File: src/rtl/matrix_writeback.sv
// matrix_writeback: AXI4 write master that drains a result stream into memory as fixed-size
// INCR bursts. Addresses follow the grouped scheme of the matrix read engine: the offset
// wraps modulo the group size inside a group, and the group base steps by the group size.
module matrix_writeback #(
    parameter int unsigned DATA_WIDTH      = 512,
    parameter int unsigned ADDR_WIDTH      = 64,
    parameter int unsigned MAX_OUTSTANDING = 16
) (
    input  logic                      i_clk,
    input  logic                      i_rstn,
    input  logic                      i_start,
    input  logic [7:0][31:0]          i_control_reg,
    // Result stream
    input  logic [DATA_WIDTH-1:0]     i_s_data,
    input  logic                      i_s_valid,
    output logic                      o_s_ready,
    // AXI4 write-address channel
    output logic [ADDR_WIDTH-1:0]     o_m_axi_awaddr,
    output logic [7:0]                o_m_axi_awlen,
    output logic [2:0]                o_m_axi_awsize,
    output logic [1:0]                o_m_axi_awburst,
    output logic [0:0]                o_m_axi_awid,
    output logic [3:0]                o_m_axi_awcache,
    output logic [2:0]                o_m_axi_awprot,
    output logic                      o_m_axi_awvalid,
    input  logic                      i_m_axi_awready,
    // AXI4 write-data channel
    output logic [DATA_WIDTH-1:0]     o_m_axi_wdata,
    output logic [DATA_WIDTH/8-1:0]   o_m_axi_wstrb,
    output logic                      o_m_axi_wlast,
    output logic                      o_m_axi_wvalid,
    input  logic                      i_m_axi_wready,
    // AXI4 write-response channel
    input  logic                      i_m_axi_bvalid,
    input  logic [1:0]                i_m_axi_bresp,
    output logic                      o_m_axi_bready,
    // Status words
    output logic [15:0][31:0]         o_status_reg
);

    typedef enum logic [1:0] {StIdle, StRun, StDone} state_e;

    state_e                r_state;
    state_e                w_state_next;

    // Run parameters latched on start
    logic [ADDR_WIDTH-1:0] r_mask;
    logic [31:0]           r_burst_bytes;
    logic [31:0]           r_group_bytes;
    logic [31:0]           r_ops_per_group;
    logic [31:0]           r_total_ops;
    logic [31:0]           r_beats;

    // AW engine
    logic [ADDR_WIDTH-1:0] r_group_base;
    logic [ADDR_WIDTH-1:0] r_offset;
    logic [31:0]           r_grp_cnt;
    logic [31:0]           r_aw_count;

    // W engine
    logic [31:0]           r_w_bursts;
    logic [31:0]           r_beat_cnt;

    // B handling and run bookkeeping
    logic [31:0]           r_b_count;
    logic [31:0]           r_err_count;
    logic [31:0]           r_cycles;
    logic [31:0]           r_last_cycles;
    logic                  r_done_sticky;

    logic                  w_start_run;
    logic                  w_start_zero;
    logic                  w_busy;
    logic                  w_awvalid;
    logic                  w_aw_fire;
    logic                  w_w_active;
    logic                  w_w_fire;
    logic                  w_wlast;
    logic                  w_b_fire;
    logic [31:0]           w_outstanding;
    logic                  w_unused_ctrl;

    assign w_start_run   = (r_state == StIdle) && i_start && (i_control_reg[2] != 32'd0);
    assign w_start_zero  = (r_state == StIdle) && i_start && (i_control_reg[2] == 32'd0);
    assign w_outstanding = r_aw_count - r_b_count;
    assign w_aw_fire     = w_awvalid && i_m_axi_awready;
    assign w_wlast       = w_w_active && (r_beat_cnt == r_beats - 32'd1);
    assign w_w_fire      = w_w_active && i_s_valid && i_m_axi_wready;
    assign w_b_fire      = (r_state == StRun) && i_m_axi_bvalid;

    // Words 4, 6, 7 and the sub-beat bits of burst_bytes carry no meaning here
    assign w_unused_ctrl = ^{i_control_reg[7:6], i_control_reg[4], i_control_reg[3][5:0]};

    // State register
    always_ff @(posedge i_clk or negedge i_rstn) begin
        if (!i_rstn) begin
            r_state <= StIdle;
        end else begin
            r_state <= w_state_next;
        end
    end

    // Next-state logic: a run ends once every issued burst has been answered
    always_comb begin
        w_state_next = r_state;
        unique case (r_state)
            StIdle:  if (w_start_run) w_state_next = StRun;
            StRun:   if (r_b_count == r_total_ops) w_state_next = StDone;
            StDone:  w_state_next = StIdle;
            default: w_state_next = StIdle;
        endcase
    end

    // State-decoded outputs; gating on the state makes them drop as soon as reset asserts
    always_comb begin
        w_busy     = 1'b0;
        w_awvalid  = 1'b0;
        w_w_active = 1'b0;
        unique case (r_state)
            StRun: begin
                w_busy     = 1'b1;
                w_awvalid  = (r_aw_count < r_total_ops) &&
                             (w_outstanding < 32'(MAX_OUTSTANDING));
                // Registered aw_count: a same-cycle AW accept enables W one cycle later
                w_w_active = (r_w_bursts < r_aw_count);
            end
            StDone:  w_busy = 1'b1;
            default: ;
        endcase
    end

    // Latch the run parameters when a non-empty run starts
    always_ff @(posedge i_clk or negedge i_rstn) begin
        if (!i_rstn) begin
            r_mask          <= '0;
            r_burst_bytes   <= '0;
            r_group_bytes   <= '0;
            r_ops_per_group <= '0;
            r_total_ops     <= '0;
            r_beats         <= '0;
        end else if (w_start_run) begin
            r_mask          <= ADDR_WIDTH'(i_control_reg[5] - 32'd1);
            r_burst_bytes   <= i_control_reg[3];
            r_group_bytes   <= i_control_reg[5];
            r_ops_per_group <= i_control_reg[1];
            r_total_ops     <= i_control_reg[2];
            r_beats         <= {6'd0, i_control_reg[3][31:6]};
        end
    end

    // AW engine: step the offset per burst, move to the next group after ops_per_group bursts
    always_ff @(posedge i_clk or negedge i_rstn) begin
        if (!i_rstn) begin
            r_group_base <= '0;
            r_offset     <= '0;
            r_grp_cnt    <= '0;
            r_aw_count   <= '0;
        end else if (w_start_run) begin
            r_group_base <= ADDR_WIDTH'(i_control_reg[0]);
            r_offset     <= '0;
            r_grp_cnt    <= '0;
            r_aw_count   <= '0;
        end else if (w_aw_fire) begin
            r_aw_count <= r_aw_count + 32'd1;
            if (r_grp_cnt + 32'd1 == r_ops_per_group) begin
                r_group_base <= r_group_base + ADDR_WIDTH'(r_group_bytes);
                r_offset     <= '0;
                r_grp_cnt    <= '0;
            end else begin
                r_offset  <= r_offset + ADDR_WIDTH'(r_burst_bytes);
                r_grp_cnt <= r_grp_cnt + 32'd1;
            end
        end
    end

    // W engine: count beats within the burst and completed bursts
    always_ff @(posedge i_clk or negedge i_rstn) begin
        if (!i_rstn) begin
            r_w_bursts <= '0;
            r_beat_cnt <= '0;
        end else if (w_start_run) begin
            r_w_bursts <= '0;
            r_beat_cnt <= '0;
        end else if (w_w_fire) begin
            if (w_wlast) begin
                r_beat_cnt <= '0;
                r_w_bursts <= r_w_bursts + 32'd1;
            end else begin
                r_beat_cnt <= r_beat_cnt + 32'd1;
            end
        end
    end

    // B responses: count every response and the non-OKAY ones separately
    always_ff @(posedge i_clk or negedge i_rstn) begin
        if (!i_rstn) begin
            r_b_count   <= '0;
            r_err_count <= '0;
        end else if (w_start_run) begin
            r_b_count   <= '0;
            r_err_count <= '0;
        end else if (w_b_fire) begin
            r_b_count <= r_b_count + 32'd1;
            if (i_m_axi_bresp != 2'b00) begin
                r_err_count <= r_err_count + 32'd1;
            end
        end
    end

    // Run-cycle counter, last-run snapshot and sticky done flag
    always_ff @(posedge i_clk or negedge i_rstn) begin
        if (!i_rstn) begin
            r_cycles      <= '0;
            r_last_cycles <= '0;
            r_done_sticky <= 1'b0;
        end else begin
            if (w_start_run) begin
                r_cycles      <= '0;
                r_done_sticky <= 1'b0;
            end else if (r_state == StRun) begin
                r_cycles <= r_cycles + 32'd1;
            end
            if (w_start_zero) begin
                r_done_sticky <= 1'b1;
            end
            if (r_state == StDone) begin
                r_done_sticky <= 1'b1;
                r_last_cycles <= r_cycles;
            end
        end
    end

    // Status word map; unlisted words read zero
    always_comb begin
        o_status_reg    = '0;
        o_status_reg[0] = {31'd0, w_busy};
        o_status_reg[1] = r_aw_count;
        o_status_reg[2] = r_w_bursts;
        o_status_reg[3] = r_b_count;
        o_status_reg[4] = r_err_count;
        o_status_reg[5] = r_last_cycles;
        o_status_reg[6] = {31'd0, r_done_sticky};
    end

    assign o_m_axi_awaddr  = r_group_base + (r_offset & r_mask);
    assign o_m_axi_awlen   = 8'(r_beats - 32'd1);
    assign o_m_axi_awsize  = 3'b110;
    assign o_m_axi_awburst = 2'b01;
    assign o_m_axi_awid    = '0;
    assign o_m_axi_awcache = 4'b0000;
    assign o_m_axi_awprot  = 3'b010;
    assign o_m_axi_awvalid = w_awvalid;

    // Stream passes straight through onto W while a burst is active
    assign o_m_axi_wdata   = i_s_data;
    assign o_m_axi_wstrb   = '1;
    assign o_m_axi_wlast   = w_wlast;
    assign o_m_axi_wvalid  = w_w_active && i_s_valid;
    assign o_s_ready       = w_w_active && i_m_axi_wready;

    assign o_m_axi_bready  = 1'b1;

endmodule

File: config.mk
export PLATFORM = sky130hd
export DESIGN_NAME = matrix_writeback
export DESIGN_NICKNAME = d
export VERILOG_FILES = /design/src/rtl/matrix_writeback.sv
export SDC_FILE = /design/constraint.sdc
export NUM_CORES = 2
export LEC_CHECK = 0
export CORE_AREA = 3 3 756 758
export CTS_CLUSTER_SIZE = 14
export DETAILED_ROUTE_END_ITERATION = 10
export DIE_AREA = 0 0 759 761
export PLACE_DENSITY = 0.3
export SLEW_MARGIN = 20
export SYNTH_ARGS = -nofsm -noshare
export SYNTH_HDL_FRONTEND = slang
export SYNTH_SLANG_ARGS = --single-unit
File: constraint.sdc
create_clock -name i_clk -period 9.85 [get_ports i_clk]
set_input_delay 1.4775 -clock i_clk [delete_from_list [all_inputs] [get_ports i_clk]]
set_output_delay 1.4775 -clock i_clk [all_outputs]
set_load 0.005 [all_outputs]
Word level (Yosys, flattened, before mapping)
Cells that the tools add are included.
{"block": "word_totals", "regBits": 605, "inputBits": 777, "out_inout_bits": 1178, "wordCells": 102}
{"block": "classes", "addsub": 13, "n_lt_le_gt_ge": 3, "eq_ne": 7, "muxes": 33, "bitwise": 1, "n_reduce_logical": 27}
{"op": "two-way mux 32 bit", "n": 18}
{"op": "two-way mux 64 bit", "n": 6}
{"op": "adder 32 x 1 -> 32 bit, second input constant", "n": 7}
{"op": "adder 64 x 32 -> 64 bit", "n": 2}
{"op": "equality test 32 bit", "n": 3}
{"op": "adder 64 bit", "n": 1}
{"op": "AND 64 bit", "n": 1}
{"op": "< comparator 32 bit", "n": 2}
{"op": "subtractor 32 x 1 -> 33 bit, second input constant", "n": 1}
{"op": "zero test 32 bit", "n": 1}
{"op": "< comparator 32 x 5 -> 1 bit, second input constant", "n": 1}
{"op": "nonzero test 32 bit", "n": 1}
{"op": "subtractor 32 bit", "n": 1}
{"op": "subtractor 26 x 1 -> 27 bit, second input constant", "n": 1}
{"op": "nonzero test 2 bit", "n": 8}
{"op": "logical AND 1 bit", "n": 10}
{"op": "AND reduction 2 bit", "n": 4}
{"op": "two-way mux 1 bit", "n": 6}
{"op": "two-way mux 2 bit", "n": 2}
{"op": "case mux 2 bit (2 select lines)", "n": 1}
{"op": "nonzero test 3 bit", "n": 1}
{"op": "equality test 2 x 1 -> 1 bit, second input constant", "n": 1}
{"op": "equality test 2 bit, second input constant", "n": 1}
{"op": "zero test 2 bit", "n": 1}
{"op": "other kinds (3)", "n": 3}

Logic depth before layout (Yosys ltp)
{"block": "logic_depth", "word_depth": 7, "ltp_mapped": 19, "mapped_depth_nobuf": 16}

Least setup slack after synthesis
Ideal clock, no wire load.
{"block": "synth_path", "kind": "flip-flop to output port", "startpoint": "register r_offset[0]", "endpoint": "output o_m_axi_awaddr[60]", "arrival_ns": 4.075, "required_time_ns": 8.373, "setup_slack_ns": 4.298, "path_stages_with_launch": 17, "path_buffers": 0, "path_cell_list": "dfrtp_1 > and2_1 > ha_1 > inv_1 > fa_1 > nor2b_1 > o21ai_0 > a21boi_0 > nor3_1 > o41ai_1 > a311o_1 > o211ai_1 > or3_1 > o21a_1 > o2111ai_1 > nand2_1 > o311ai_0"}
{"block": "synth_via", "elab_chain_cells": 2}
{"item": "start: declaration", "line_no": "56", "source": "logic [ADDR_WIDTH-1:0] r_offset;"}
{"item": "start signal: assignment", "line_no": "170", "source": "r_offset <= r_offset + ADDR_WIDTH'(r_burst_bytes);"}
{"item": "AND 64 bit", "line_no": "245", "source": "assign o_m_axi_awaddr = r_group_base + (r_offset & r_mask);"}
{"item": "adder 64 bit", "line_no": "245"}
{"item": "end: declaration", "line_no": "18", "source": "output logic [ADDR_WIDTH-1:0] o_m_axi_awaddr,"}
No other way between the ends.

Final worst setup path
Same ends and word-level chain as after synthesis.

==> flow_summary.toml <==
[clock_tree]
cts-root-buf = "clkbuf_16"
cts_buffers = 84
cts.sinks = 548
clk_pin_slew_ns = 0.06
cts_hold_buffers = 0
post_cts_resized = 0
htree_levels = 3
post-cts-setup-buffers = 0
cts_max_path_buffers = 4
clkLatencyLatePin_ns = 0.81
cts_tree = "done"

[cells_and_area]
drive_gt1_share_pct = 5.49
area_growth_pct = 23.9
final_util_pct = 9.88
fillers = 65800
fin_nets = 6360
fin_cells = 12900
multi_input_area_um2 = 24600
regArea_um2 = 13700
largestRegisters = "r_group_base: 64 flops, r_offset: 64 flops, r_mask: 33 flops"

[placed_design]
place_hpwl_um = 203000
io_buffers = 406
gp_congestion = 0.769
dpl.cell_count = 12800

[synth]
synth_area_um2 = 45100
synth_edf_count = 0
yosysWarnings = 0
async_reset_ff_share_pct = 100
yosysSeqAreaShare_pct = 30.4
synth_cells = 5498
ys_top_cells_by_area = "dfrtp_1, buf_4, ha_1"
ys_ff_latch = 548
avgSynthCellArea_um2 = 8.20
synth_cell_types = 84
yosysTopAreaCellShare_pct = 30.4
synthFlopType = "dfrtp_1"
synth_largest_area_cell = "dfrtp_1"

[power_and_ir_drop]
vdd_drop_max_uv = 120
swShare_pct = 42.8
leakage_nw = 22.1
seqPwrFrac_pct = 29.9
p_comb_share_pct = 40.3
power.share.clock_pct = 29.8
power.internal_w = 0.00616
p_switching_w = 0.00461
p_per_area_nw_per_um2 = 193

[setup_path]
cpMaxStageDelayCell = "o41ai_2"
cp_max_fo = 7
critPathCaptureType = "primary output"
crit_required_ns = 8.37
crit_type = "reg2out"
max_stage_delay_ns = 0.72
cpLargestDelayFamily = "compound AO/OA/AOI/OAI gates"
crit_buf_inv = 2
start_kind = "register"
cp_cell_sequence = "and2_1 > ha_1 > inv_1 > fa_1 > nor2b_1 > o21ai_0 > a21boi_0 > nor3_1 > o41ai_2 > a311o_1 > o211ai_1 > or3_1 > o21a_1 > o2111ai_1 > nand2_1 > o311ai_0 > clkdlybuf4s50_1"
cp.arrival_ns = 7.02

[timing]
finalMaxSlewViolations = 0
setup_viol = 0
hold_viol = 0
maxSlewHeadroom_pct = 29.4
rsz0062_at_grt = "false"
fin_skew_ns = 0.0817
tightest_slew_ns = 1.06
period_share_pct = 86.3
max_freq_mhz = 118
finalSetupTns_ns = 0
period_minus_slack_ns = 8.50

[die]
start_util_pct = 7.98
die_h_um = 761
die_area_um2 = 578000
ios = 1955
rows = 276
coreArea_um2 = 565000
die_x_um = 759

[run_status]
status = "finished clean"

[drt]
via_per_inst = 2.83
drtPass1Iterations = 5
wirelength_um = 246000
routedWlPerCell_um = 19.0
vias = 36600
drt_iter0_markers = 1811
drtAntennaViolNets = 0
drcViolationCount = 0

[global_route]
grt_start_max_net_pins = 123
grt_pass1_wl_um = 331000
grt_overflow = 0
grt_use_total_pct = 8.20
antenna_found_initial = 67
grt_pass1_vias = 37300

[min_path]
hold_path_class = "reg2reg"

[run]
cap_violations = 0
## metrics by stage
step	instance area, um^2	hold slack [ns]	power (W)	setup slack (ns)
6_report	55800	0.469	0.0108	1.35
3_5_place_dp	53000	0.462	0.00778	1.93
4_1_cts	55800	0.475	0.0112	0.989
3_3_place_gp	53000	0.454	0.00781	1.87
5_1_grt	55800	0.489	0.0117	0.793
2_1_floorplan	46700	0.442	0.00596	4.30
## cell families after synthesis
group	synth area share, %
compound gates	14.4
xor+xnor	8.30
fa+ha+maj	6.55
buf+inv	18.9
flops	30.4
mux	1.32
other cells	0.0167
simple gates	20.1
## worst register-to-register path, delay by kind of cell (launching register included)
family,cells,cell delay [ns]
and+or+nand+nor,7,4.38
DFF,1,0.60
AOI/OAI and AO/OA,3,0.50
xor gates and xnor gates,1,0.20
adders and majority gates,1,0.22
buffers and inverters,1,0.21
## cell type report
class | count | share of cell area, %
clock buffers | 117 | 4.26
clock inverters | 33 | 0.773
diodes | 18 | 0.0807
multi-input cells | 4057 | 44.0
inverters | 192 | 1.29
repair buffers | 466 | 8.22
flip-flops and latches | 548 | 24.6
well taps | 7506 | 16.8
## layer usage
layer / GRT usage [%] / vias to the layer above / wire (um)
met1: 9.16 / 17600 / 96200
li1: - / 17300 / -
met3: 2.75 / 538 / 19600
met5: 0.182 / - / 421
met4: 3.84 / 48 / 13400
met2: 14.0 / 1129 / 117000
## placed cells by master, fill, tap and decap left out, types with 17 or more instances in the layout
cell,Yosys,layout
nor3_1,79,77
ha_1,231,230
or4_1,25,25
clkbuf_16,0,84
xnor2_1,249,249
nand2b_1,23,23
xor2_1,178,178
o2111ai_1,22,22
and4_1,31,30
nand2_1,643,643
nor2b_1,42,42
nand4_1,87,87
o31ai_1,36,36
a21oi_1,300,300
conb_1,2,428
clkbuf_1,165,18
mux2_2,35,35
or3_1,67,66
clkdlybuf4s50_1,0,402
o211ai_1,41,41
nor2_1,405,404
a21o_1,112,112
inv_1,192,192
dfrtp_1,548,548
diode_2,0,18
and2_1,103,103
nor4_1,77,75
o21a_1,22,22
mux2i_1,20,20
and3_1,66,66
o21bai_1,17,17
o21ai_0,307,305
a31oi_1,36,36
a211oi_1,21,21
nand3_1,148,147
buf_4,944,57
## Yosys cell counts (all sizes together) (103+ instances only)
cell type  instances
a21o             112
a21oi            300
and2             103
buf              962
clkbuf           165
dfrtp            548
ha               231
inv              192
nand2            643
nand3            148
nor2             405
o21ai            310
xnor2            249
xor2             178
## worst paths after layout
check,depth (start not counted),endpoint,slack [ns],start
worst max-delay path,17,o_m_axi_awaddr[60],1.35,r_offset[0]$_DFFE_PN0P_
worst min-delay path,2,r_mask[0]$_DFFE_PN0P_,0.47,r_mask[0]$_DFFE_PN0P_
worst max register to register,13,r_w_bursts[9]$_DFFE_PN0P_,3.71,r_burst_bytes[6]$_DFFE_PN0P_
worst min register to register,2,r_mask[0]$_DFFE_PN0P_,0.47,r_mask[0]$_DFFE_PN0P_
max in group asynchronous,3,r_grp_cnt[29]$_DFFE_PN0P_,7.26,i_rstn
min in group asynchronous,1,r_err_count[14]$_DFFE_PN0P_,0.64,i_rstn
## power groups by stage
stage               clock network, W  logic [W]  registers, W
floorplan                          0    0.00302       0.00294
global placement                   0    0.00448       0.00333
detailed placement                 0    0.00445       0.00333
CTS                          0.00339    0.00449       0.00329
global route                 0.00345    0.00490       0.00330
finish                       0.00321    0.00434       0.00322
(Power assumes the default switching activity.)
